**config.mk**
```make
export PLATFORM = sky130hd
export DESIGN_NAME = mul4_vec_scorer
export DESIGN_NICKNAME = d
export VERILOG_FILES = /design/src/rtl/mul4_score_pkg.sv /design/src/rtl/mul4_popcount.sv /design/src/rtl/mul4_vec_scorer.sv
export SDC_FILE = /design/constraint.sdc
export NUM_CORES = 1
export LEC_CHECK = 0
export BUFFER_PORTS_ARGS = -buffer_cell sky130_fd_sc_hd__buf_2
export CAP_MARGIN = 20
export CORE_MARGIN = 10
export CORE_UTILIZATION = 45
export DETAILED_ROUTE_END_ITERATION = 12
export GPL_ROUTABILITY_DRIVEN = 1
export PLACE_DENSITY_LB_ADDON = 0.15
export SLEW_MARGIN = 20
export SYNTH_ARGS = -nofsm -noshare
export SYNTH_HDL_FRONTEND = slang
export SYNTH_SLANG_ARGS = --single-unit
```
**constraint.sdc**
```tcl
create_clock -name clk_i -period 14.3 [get_ports clk_i]
set_input_delay 0 -clock clk_i [delete_from_list [all_inputs] [get_ports clk_i]]
set_output_delay 0 -clock clk_i [all_outputs]
set_load 0.1 [all_outputs]
```
**src/rtl/mul4_score_pkg.sv**
```systemverilog
// Shared types and constants for the mul4 vector scorer: FSM states, sizing and the golden
// bit-sliced 2x2-bit product used as the reference for each candidate's result planes.
package mul4_score_pkg;

  localparam int LANES     = 16;
  localparam int NUM_VECS  = 16;
  localparam int MAX_SCORE = 4 * LANES * NUM_VECS;
  localparam int SCORE_W   = $clog2(MAX_SCORE + 1);
  localparam int ERR_W     = SCORE_W - 1;
  localparam int CNT_W     = $clog2(NUM_VECS + 1);
  localparam int POP_W     = $clog2(4 * LANES + 1);
  localparam int PLANE_W   = $clog2(LANES + 1);

  typedef enum logic [1:0] {
    IDLE  = 2'd0,
    RUN   = 2'd1,
    DRAIN = 2'd2,
    DONE  = 2'd3
  } state_e;

  // Expected product planes {e3,e2,e1,e0}; e2 drops a1&b1 when the 3*3 carry lands in e3.
  function automatic logic [4*LANES-1:0] golden_planes(
    input logic [LANES-1:0] a1,
    input logic [LANES-1:0] a0,
    input logic [LANES-1:0] b1,
    input logic [LANES-1:0] b0
  );
    logic [LANES-1:0] e3;
    logic [LANES-1:0] e2;
    logic [LANES-1:0] e1;
    logic [LANES-1:0] e0;
    e3 = a1 & a0 & b1 & b0;
    e2 = a1 & b1 & ~(a0 & b0);
    e1 = (a1 & b0) ^ (a0 & b1);
    e0 = a0 & b0;
    return {e3, e2, e1, e0};
  endfunction

endpackage

```
**src/rtl/mul4_popcount.sv**
```systemverilog
// Combinational population count over W bits, built as a balanced binary adder tree
// (leaves padded with zeros up to the next power of two).
module mul4_popcount #(
  parameter int W = 64
) (
  input  logic [W-1:0]             bits_i,
  output logic [$clog2(W+1)-1:0]   cnt_o
);

  localparam int OW = $clog2(W + 1);
  localparam int LV = (W > 1) ? $clog2(W) : 0;
  localparam int P  = 1 << LV;

  // Heap-ordered tree: node i sums children 2i+1 and 2i+2, leaves start at P-1.
  always_comb begin
    logic [OW-1:0] tree [2*P-1];
    tree = '{default: '0};
    for (int i = 0; i < W; i++) begin
      tree[P-1+i] = OW'(bits_i[i]);
    end
    for (int i = P - 2; i >= 0; i--) begin
      tree[i] = tree[2*i+1] + tree[2*i+2];
    end
    cnt_o = tree[0];
  end

endmodule

```
**src/rtl/mul4_vec_scorer.sv**
```systemverilog
// Fitness scorer for bit-sliced 2x2-bit multiplier candidates: match planes, popcount, accumulate.
// Optional macro MUL4_BITERR_EN adds per-result-plane mismatch counters on err_plane_o.
module mul4_vec_scorer
  import mul4_score_pkg::*;
(
  input  logic               clk_i,
  input  logic               rst_i,
  input  logic               start_i,
  input  logic               in_valid_i,
  output logic               in_ready_o,
  input  logic [LANES-1:0]   a1_i,
  input  logic [LANES-1:0]   a0_i,
  input  logic [LANES-1:0]   b1_i,
  input  logic [LANES-1:0]   b0_i,
  input  logic [LANES-1:0]   y3_i,
  input  logic [LANES-1:0]   y2_i,
  input  logic [LANES-1:0]   y1_i,
  input  logic [LANES-1:0]   y0_i,
  output logic [SCORE_W-1:0] score_o,
  output logic               score_valid_o,
  output logic               perfect_o,
  output logic               busy_o
`ifdef MUL4_BITERR_EN
  ,output logic [ERR_W-1:0]  err_plane_o [4]
`endif
);

  state_e             state_q, state_d;
  logic [CNT_W-1:0]   accepted_q, accepted_d;
  logic [4*LANES-1:0] m_q, m_d;
  logic               s1_vld_q, s1_vld_d;
  logic [SCORE_W-1:0] acc_q, acc_d;
  logic               in_ready_q, in_ready_d;
  logic               score_valid_q, score_valid_d;
  logic               perfect_q, perfect_d;
  logic               busy_q, busy_d;
  logic [POP_W-1:0]   pop;
  logic               xfer;

  // start has priority over a coincident vector
  assign xfer = in_valid_i && in_ready_q && !start_i;

  mul4_popcount #(.W(4 * LANES)) u_pop (
    .bits_i (m_q),
    .cnt_o  (pop)
  );

  // FSM next state, stage-1 capture and accumulator update
  always_comb begin
    state_d    = state_q;
    accepted_d = accepted_q;
    s1_vld_d   = 1'b0;
    m_d        = '0;
    acc_d      = acc_q;
    if (start_i) begin
      state_d    = RUN;
      accepted_d = '0;
      acc_d      = '0;
    end else begin
      if (xfer) begin
        s1_vld_d   = 1'b1;
        m_d        = ~({y3_i, y2_i, y1_i, y0_i} ^ golden_planes(a1_i, a0_i, b1_i, b0_i));
        accepted_d = accepted_q + CNT_W'(1);
      end else begin
        accepted_d = accepted_q;
      end
      if (s1_vld_q) begin
        acc_d = acc_q + SCORE_W'(pop);
      end else begin
        acc_d = acc_q;
      end
      case (state_q)
        IDLE:  state_d = IDLE;
        RUN: begin
          if (accepted_d == CNT_W'(NUM_VECS)) begin
            state_d = DRAIN;
          end else begin
            state_d = RUN;
          end
        end
        // Stage 2 result lands the cycle after stage 1 empties, so only s1 needs watching.
        DRAIN: begin
          if (!s1_vld_q) begin
            state_d = DONE;
          end else begin
            state_d = DRAIN;
          end
        end
        DONE:    state_d = DONE;
        default: state_d = IDLE;
      endcase
    end
    in_ready_d    = (state_d == RUN) && (accepted_d < CNT_W'(NUM_VECS));
    score_valid_d = (state_d == DONE);
    perfect_d     = (state_d == DONE) && (acc_d == SCORE_W'(MAX_SCORE));
    busy_d        = (state_d == RUN) || (state_d == DRAIN);
  end

  // State, pipeline and output registers
  always_ff @(posedge clk_i) begin
    if (rst_i) begin
      state_q       <= IDLE;
      accepted_q    <= '0;
      m_q           <= '0;
      s1_vld_q      <= 1'b0;
      acc_q         <= '0;
      in_ready_q    <= 1'b0;
      score_valid_q <= 1'b0;
      perfect_q     <= 1'b0;
      busy_q        <= 1'b0;
    end else begin
      state_q       <= state_d;
      accepted_q    <= accepted_d;
      m_q           <= m_d;
      s1_vld_q      <= s1_vld_d;
      acc_q         <= acc_d;
      in_ready_q    <= in_ready_d;
      score_valid_q <= score_valid_d;
      perfect_q     <= perfect_d;
      busy_q        <= busy_d;
    end
  end

  assign in_ready_o    = in_ready_q;
  assign score_o       = acc_q;
  assign score_valid_o = score_valid_q;
  assign perfect_o     = perfect_q;
  assign busy_o        = busy_q;

`ifdef MUL4_BITERR_EN
  logic [PLANE_W-1:0] plane_miss [4];
  logic [ERR_W-1:0]   err_q [4];
  logic [ERR_W-1:0]   err_d [4];

  for (genvar k = 0; k < 4; k++) begin : g_plane
    mul4_popcount #(.W(LANES)) u_pc (
      .bits_i (~m_q[k*LANES +: LANES]),
      .cnt_o  (plane_miss[k])
    );
  end

  // Per-plane mismatch accumulators track acc exactly (clear, flush, hold)
  always_comb begin
    for (int k = 0; k < 4; k++) begin
      err_d[k] = err_q[k];
      if (start_i) begin
        err_d[k] = '0;
      end else if (s1_vld_q) begin
        err_d[k] = err_q[k] + ERR_W'(plane_miss[k]);
      end else begin
        err_d[k] = err_q[k];
      end
    end
  end

  // Per-plane mismatch registers
  always_ff @(posedge clk_i) begin
    if (rst_i) begin
      err_q <= '{default: '0};
    end else begin
      err_q <= err_d;
    end
  end

  assign err_plane_o = err_q;
`endif

endmodule

```
==> key figures <==
STA
  – Final Hold Viols: 0
  – Slew headroom: roughly three fifths
  – Setup Skew: 5.10 ps
  – Part of the cycle the worst path needs: ~50%
  – RSZ-0062 raised after global routing: no
  – Fin. max-slew vios: 0
  – Fin crit period: 7140 ps
  – Final setup vio count: 0
  – Hold WS: 9.93 ps
  – Actual transition at the worst max-transition pin: ~600 ps
  – Setup TNS: 0 ps
  – FMAX: 140 MHz

Floorplanning
  – Die Wd: 136 µm
  – Chip Height: 136 µm
  – Ports: between 100 and 150
  – Initial Utilization: 46.1%
  – Row cnt: 42
  – Core footprint: 0.0132 mm²
  – DIE AREA: 0.0186 mm²

Worst setup path
  – Setup Crit Path Kind: flip-flop to flip-flop
  – CP endpoint kind: flip-flop
  – CP Launch Type: flip-flop
  – Critical path required time: 14540 ps
  – Worst-path fanout max: 7
  – Critical path arrival: 7380 ps
  – Reg-to-reg setup timing slack: 7160 ps

Place
  – Routability congestion estimate from global placement: 0.861
  – Dpl hpwl: 11300 µm
  – I/O Buffers: 146

Power and ir drop
  – Int Power: 0.448 mW
  – Design Power: a little over 0.6 mW
  – Peak VDD IR: 0.0684 mV
  – Register share of total power: between 40% and 50%
  – Pwr Density: 77.2 mW/mm²
  – Sw Pwr: 0.166 mW
  – Leakage power: 3.83 nW
  – Combinational share of power: a little over a fifth
  – Clk pwr share: about two fifths
  – Sw Share: 27.0%

CTS
  – CTS root buf: clkbuf_16
  – Bufs on Longest Clock Path: 2
  – Num CTS Buffers: 9
  – H-tree depth: 3
  – Clock Sinks: 87
  – Clk Latency, worst-skew pair: 340 ps
  – Setup bufs post-CTS: 0
  – CTS tree: yes
  – Clock-pin slew on the worst setup and hold paths: about 70 ps

Final layout
  – Number of fill cells: about 1200
  – Multi-input gate area: slightly below 0.004 mm²
  – Share of layout cells above drive strength 1: 19.6%
  – Synthesis-to-layout area growth: 30.3%
  – Commonest non-fill, non-tap cell in the layout: buf_2
  – Ant diodes: 0
  – Storage cell area: approximately 0.0017 mm²
  – Most frequent cells in the layout: buf_2 (146), inv_1 (98), nor2_1 (96), xnor2_1 (89), dfxtp_1 (87)
  – Final net count: about 1100

Logic synthesis
  – Post-Syn Area per Cell: 9.35 µm²
  – Post-Syn Nets: 899
  – Adder-cell share of the synthesized area: 30.9%
  – Post-synthesis compound-gate area fraction: ~3.7%
  – Yosys reg bits: 87
  – Mapped cell area: 0.00610 mm²
  – Largest family of logic cells by synthesized area: adder cells
  – Xor/xnor cell area share of the yosys netlist: between 10% and 20%
  – Top post-synthesis cells by area: dfxtp_1 (29%), fa_1 (20%), xnor2_1 (13%), ha_1 (11%), inv_1 (6.0%)
  – Simple-gate area share of the yosys netlist: 15.7%
  – Cells after Synth: between 600 and 700
  – Yosys warns: 0
  – Mux cell area share after synthesis: 0.656%
  – Top cell type's share of synthesized area: between 20 and 30%
  – Register area share after synthesis: 28.5%
  – Post-synth cell types: between 40 and 50
  – Area leader, netlist: dfxtp_1

Drt
  – Residual DRC: 0
  – Length of the first detailed-routing pass in iterations: 4
  – WL met3: 722 µm
  – Vias: 4833
  – DRT iter0 DRCs: 224
  – WL final: 13700 µm
  – Met2 WL: 6810 µm
  – Routed length per instance: 13.1 µm
  – Uppermost layer routed: met4
  – Metal-1 WL: around 5900 µm
  – Antenna viol nets, final: 0
  – Via density: 4.63

Global routing
  – Grt total ovfl: 0
  – First-pass GRT wire length: roughly 23000 µm
  – Largest net degree at the start of global routing: 66
  – Initial antenna violation count: 0
  – Vias in the first global route: around 5200
  – GR Util All Layers: around 15%

Flow run
  – Maxcap violations: 0

Min path
  – Hold crit path type: primary input to flip-flop

Status
  – Status: completed
==> synthesized netlist by cell type (all sizes together) <==
cell type	count
o311a	1
o2111ai	3
nor3	4
nand2b	2
xor2	5
o211ai	2
or2b	1
o21ai	4
nand3b	1
buf	5
nor2	96
ha	53
fa	61
a211o	1
o21a	1
xnor2	89
or2	2
nand4	18
o31ai	2
nor4b	1
nor2b	5
mux2i	4
nor4	1
inv	98
nor3b	1
a211oi	6
dfxtp	87
a31oi	2
and3b	2
nor4bb	1
a21oi	6
clkbuf	8
or3	1
or4	1
nand3	20
nand2	54
a21o	4
==> path summary, 6_finish.rpt <==
kind,to,from,cells past startpoint
min,in_ready_o,start_i,3
min reg2reg,state_q[1],state_q[1],2
max reg2reg,perfect_o,m_q[29],26
max,perfect_o,m_q[29],26
==> layout make-up <==
cell class | count | area share, %
clock buffer | 9 | 2.83
inverter | 98 | 4.62
sequential | 87 | 21.9
multi-input combinational | 455 | 49.4
tap | 176 | 2.77
timing repair buffer | 212 | 17.5
clock inverter | 7 | 0.991
==> worst max-delay path, cell delays in order, from the launching register on <==
cell and delay [ps]:
dfxtp_1 320, ha_1 300, fa_1 480, fa_1 570, inv_1 60, fa_1 500, fa_1 520, inv_1 50
fa_1 470, fa_1 550, inv_1 50, fa_1 460, inv_1 70, ha_1 170, inv_1 50, fa_1 400
inv_1 70, a21o_1 100, a21oi_1 80, xnor2_1 140, ha_1 410, nand2_1 90, a211oi_1 350, o21a_1 180
o211ai_1 100, xor2_1 190, nor4bb_1 310
==> per-stage QoR <==
stage          cells  instance area [µm²]  utilization (%)  worst slack (ps)
6_report        1044                 7950             60.1              7160
5_1_grt         1044                 7950             60.1              6680
4_1_cts         1044                 7950             60.1              7140
3_5_place_dp     963                 7000             52.9              7210
3_3_place_gp     963                 7000             52.9              7390
2_1_floorplan    653                 6100                -              7480
==> routing by layer <==
layer | track usage [%] | vias to the layer above
met2 | 25.3 | 118
met4 | 5.15 | 0
met3 | 4.17 | 20
li1 | - | 2466
met5 | 0 | -
met1 | 17.8 | 2229
==> cell families (layout without fill, tap and decap cells) <==
family | Yosys count | after routing
adders and majority gates | 114 | 114
AOI/OAI and AO/OA | 32 | 32
muxes | 4 | 4
DFF | 87 | 87
and+or+nand+nor | 211 | 211
xor gates and xnor gates | 94 | 94
buffers and inverters | 111 | 326
==> sequential cells by signal (all words and copies together) (netlist names), 2 cells and up <==
signal / cells
accepted_q: 5
state_q: 2
score_o: 11
m_q: 64
==> power groups by stage <==
stage                     combinational (mW)  clock (mW)  sequential (mW)
final                                  0.129       0.237            0.248
after global routing                   0.147       0.250            0.248
after CTS                              0.131       0.242            0.248
after detailed placement               0.117           0            0.253
after global placement                 0.115           0            0.253
after floorplan                       0.0740           0            0.256
==> repair_timing <==
item / CTS / global route
hold buffers: 65 / 0
gates resized for setup: 0 / 0
hold endpoints to repair: 69 / 0
(Power assumes the default switching activity.)
